$ cat src/rtl/sipo_frame_rx_pkg.sv
// Shared definitions for the serial-to-parallel frame receiver:
// FSM state encoding and default frame width.
package sipo_frame_rx_pkg;

    localparam int unsigned DEF_WIDTH = 8;
    localparam int unsigned DEF_CNT_W = 4;

    // Encoding fixed for compatibility with existing lab-chain tooling; 2'b11 is unused.
    typedef enum logic [1:0] {
        ST_IDLE = 2'b00,
        ST_DATA = 2'b01,
        ST_STOP = 2'b10
    } state_t;

endpackage

$ cat src/rtl/sipo_frame_rx_bit_cnt.sv
// Data-bit counter for sipo_frame_rx: synchronous clear and enable,
// terminal count flags the last data bit of a frame.
module sipo_frame_rx_bit_cnt #(
    parameter int unsigned WIDTH = 8,
    parameter int unsigned CNT_W = 4
) (
    input  logic             clk,
    input  logic             reset,
    input  logic             clr,
    input  logic             en,
    output logic [CNT_W-1:0] count,
    output logic             tc
);

    always_ff @(posedge clk) begin
        if (reset || clr) begin
            count <= '0;
        end else if (en) begin
            count <= count + CNT_W'(1);
        end
    end

    assign tc = (count == CNT_W'(WIDTH - 1));

endmodule

$ cat src/rtl/sipo_frame_rx.sv
// Serial-to-parallel frame receiver: start bit (0), WIDTH data bits LSB-first,
// stop bit (1); good words are presented on p_out with a one-cycle p_valid.
module sipo_frame_rx
    import sipo_frame_rx_pkg::*;
#(
    parameter int unsigned WIDTH = DEF_WIDTH,
    parameter int unsigned CNT_W = DEF_CNT_W
) (
    input  logic             clk,
    input  logic             reset,
    input  logic             s_in,
    input  logic             s_en,
    output logic [WIDTH-1:0] p_out,
    output logic             p_valid,
    output logic             frame_err,
    output logic             busy
);

    state_t             state;
    logic [WIDTH-1:0]   shreg;
    logic [CNT_W-1:0]   count;
    logic               tc;
    logic               cnt_clr;
    logic               cnt_en;

    // Counter holds at terminal count so it cannot wrap when WIDTH == 2**CNT_W.
    always_comb begin
        cnt_clr = 1'b0;
        cnt_en  = 1'b0;
        if (s_en) begin
            cnt_clr = (state == ST_IDLE) && !s_in;
            cnt_en  = (state == ST_DATA) && !tc;
        end
    end

    sipo_frame_rx_bit_cnt #(
        .WIDTH (WIDTH),
        .CNT_W (CNT_W)
    ) u_bit_cnt (
        .clk   (clk),
        .reset (reset),
        .clr   (cnt_clr),
        .en    (cnt_en),
        .count (count),
        .tc    (tc)
    );

    always_ff @(posedge clk) begin
        if (reset) begin
            state     <= ST_IDLE;
            shreg     <= '0;
            p_out     <= '0;
            p_valid   <= 1'b0;
            frame_err <= 1'b0;
        end else begin
            p_valid   <= 1'b0;
            frame_err <= 1'b0;
            case (state)
                ST_IDLE: begin
                    if (s_en && !s_in) begin
                        state <= ST_DATA;
                    end
                end
                ST_DATA: begin
                    if (s_en) begin
                        shreg <= {s_in, shreg[WIDTH-1:1]};
                        if (tc) begin
                            state <= ST_STOP;
                        end
                    end
                end
                ST_STOP: begin
                    // A zero stop bit is only flagged; it never doubles as a start bit.
                    if (s_en) begin
                        if (s_in) begin
                            p_out   <= shreg;
                            p_valid <= 1'b1;
                        end else begin
                            frame_err <= 1'b1;
                        end
                        state <= ST_IDLE;
                    end
                end
                default: state <= ST_IDLE;
            endcase
        end
    end

    assign busy = (state == ST_DATA) || (state == ST_STOP);

endmodule

$ cat config.mk
export PLATFORM = sky130hd
export DESIGN_NAME = sipo_frame_rx
export DESIGN_NICKNAME = d
export VERILOG_FILES = /design/src/rtl/sipo_frame_rx_pkg.sv /design/src/rtl/sipo_frame_rx_bit_cnt.sv /design/src/rtl/sipo_frame_rx.sv
export SDC_FILE = /design/constraint.sdc
export NUM_CORES = 1
export LEC_CHECK = 0
export ABC_AREA = 0
export BUFFER_PORTS_ARGS = -buffer_cell sky130_fd_sc_hd__clkbuf_2
export CAP_MARGIN = 20
export CORE_AREA = 2 2 48 50
export CTS_BUF_LIST = sky130_fd_sc_hd__clkbuf_4 sky130_fd_sc_hd__clkbuf_8
export CTS_CLUSTER_SIZE = 40
export DETAILED_ROUTE_END_ITERATION = 8
export DIE_AREA = 0 0 50 52
export PLACE_DENSITY = 0.76
export SKIP_LAST_GASP = 1
export SYNTH_ARGS = -nofsm -noshare
export SYNTH_HDL_FRONTEND = slang
export SYNTH_SLANG_ARGS = --single-unit
$ cat constraint.sdc
create_clock -name clk -period 3.9 [get_ports clk]
set_clock_uncertainty 0.1 [all_clocks]
set_input_delay 0.78 -clock clk [delete_from_list [all_inputs] [get_ports clk]]
set_output_delay 0.78 -clock clk [all_outputs]
set_load 0.01 [all_outputs]
==> impl_metrics.yaml <==
synthesis:
  synthTopCellsByCount: "nand2_1, dfxtp_1, a21oi_1, ha_1"
  synth_area_leader_cell: "dfxtp_1"
  syn-num-nets: 128
  ys_async_sr_fraction_pct: 0
  synth_area_um2: 987
  ys_dominant_reg_cell: "dfxtp_1"
  avgSynthCellArea_um2: 8.37
  synth_most_common_cell: "nand2_1"
  ys_ff_latch: 24
  synth_warnings: 0
  synth_area_leaders: "dfxtp_1, nand2_1, a21oi_1, ha_1, nand2b_1"
  synth_edf_count: 0
  synth_top_cell_area_share_pct: 48.7
  yosysUniqueCellTypes: 21
  ys_seq_area_share_pct: 48.7
  synth_cells: 118
worst_setup_path:
  arrival_ns: 1.23
  crit_family: "flip-flops"
  cp-end-kind: "primary output"
  crit_buf_inv: 2
  slowest_stage: "dfxtp_1"
  required_ns: 3.02
  critPathMaxFanout: 4
  max_stage_delay_ns: 0.41
  crit_path_cell_trace: "inv_1 > ha_1 > clkbuf_2"
  path_class: "reg -> out"
  startpoint_type: "flop"
  r2r_slack_ns: 2.01
placement:
  placedCellCount: 155
  numPortBuffers: 14
  gp_congestion: 0.755
  place_hpwl_mm: 1.21
timing:
  finalHoldViolCount: 0
  worstMarginPinSlew_ns: 0.493
  rsz0062_at_grt: "false"
  period_share_pct: 54.0
  fmax_mhz: 475
  slew_violations: 0
  hold_slack_ns: 0.364
  setup_viol: 0
  slew_headroom_pct: 67.1
  tns_ns: 0
  finalCriticalPeriod_ns: 2.11
routing:
  dr.pass1.iters: 4
  wirelength_mm: 1.67
  drtIter0Drc: 16
  ant_nets: 0
  drc: 0
  wire_per_inst_um: 10.5
  vias: 798
  via_per_inst: 5.02
pwr:
  ir_worst_vdd_v: 0.000314
  total_power_uw: 542
  leakage_uw: 0.000426
  power_density_mw_per_mm2: 482
finish:
  fin_cells: 159
  final_util_pct: 53.5
  nNetsFinal: 142
  drive_gt1_share_pct: 15.3
  num_antenna_cells: 0
  syn2layout_area_growth_pct: 14.1
clock_network:
  ctsResizeCount: 0
  clkTransAtPathRegs_ns: 0.12
  root_buffer: "clkbuf_4"
  htree_levels: 1
  clock_latency_ns: 0.31
  cts_setup_buffers: 0
  cts_max_path_buffers: 2
  cts.hold.buffers_added: 0
  clock-sinks: 24
  numCtsBuffers: 3
  cts_tree: "done"
die:
  start_util_pct: 46.9
  die_area_mm2: 0.00260
  rows: 17
  io_pins: 15
  core_mm2: 0.00211
  die_x_um: 50
  die_y_um: 52
global_route:
  grt_max_degree: 24
  antenna_found_initial: 0
  grt_first_pass_wirelength_mm: 2.82
  track_usage_pct: 14.4
  grt_pass1_vias: 673
  overflow: 0
run_status:
  outcome: "finished clean"
min_path:
  hp-class: "reg -> reg"
job:
  drv_cap: 0
-- worst paths after layout --
check,depth (start not counted),end,start
min reg2reg,2,p_out[4],p_out[4]
min,2,p_out[4],p_out[4]
max reg2reg,5,state[1],state[0]
max,3,busy,state[0]
-- through the flow --
step	setup slack, ns	cell area, um^2
2_1_floorplan	2.18	987
3_3_place_gp	1.87	1070
3_5_place_dp	1.82	1070
4_1_cts	1.77	1130
5_1_grt	1.72	1130
6_report	1.79	1130
-- power by group --
part | internal [uW] | leakage, uW | total [uW] | switching (uW)
clock | 104 | 0.0000279 | 175 | 71.6
combinational | 40.1 | 0.000204 | 102 | 61.5
sequential | 256 | 0.000194 | 265 | 9.60
total | 400 | 0.000426 | 542 | 143
-- placed cells by master (no fill, tap or decap), drive strengths merged --
cell type,Yosys,final
nand2,33,33
dfxtp,24,24
a21oi,20,20
clkbuf,5,17
ha,6,6
inv,5,5
nand2b,4,4
or3,3,3
nand3,3,3
o21ai,3,3
mux2i,2,2
and2,1,1
and3b,1,1
o31ai,1,1
a31o,1,1
nand3b,1,1
and3,1,1
a222oi,1,1
nor2,1,1
nor4b,1,1
or4,1,1
bufinv,0,1
-- sequential cells by signal, indices dropped and copies added (netlist names) --
name,count
frame_err,1
p_out,8
state,2
p_valid,1
u_bit_cnt.count,4
shreg,8
-- kinds of logic after synthesis --
group	share of synthesized area [%]
muxes	2.03
buffers and inverters	3.80
DFF	48.7
AOI/OAI and AO/OA	14.3
adders and majority gates	7.60
and+or+nand+nor	23.6
-- routing by layer --
layer / global-route usage, % / share of wire, % / vias to the layer above
met5: 0 / 0 / -
met4: 8.33 / 0.84 / 0
met3: 2.59 / 2.9 / 2
met2: 25.2 / 51 / 11
met1: 16.5 / 45 / 362
li1: - / - / 423
-- area by class of cell --
cell class | count | area (um^2)
Inverter | 5 | 18.8
Sequential cell | 24 | 480
Clock inverter | 1 | 30.0
Multi-Input combinational cell | 84 | 469
Clock buffer | 3 | 22.5
Tap cell | 28 | 35.0
Timing Repair Buffer | 14 | 70.1
Fill cell | 216 | 980
-- worst min-delay path: cells and delay by family (launching register included) --
kind / cells / cell delay, ns
AO/OA/AOI/OAI: 1 / 0.05
AND/OR/NAND/NOR: 1 / 0.05
flip-flops: 1 / 0.33
Power figures use the tool's default switching activity.
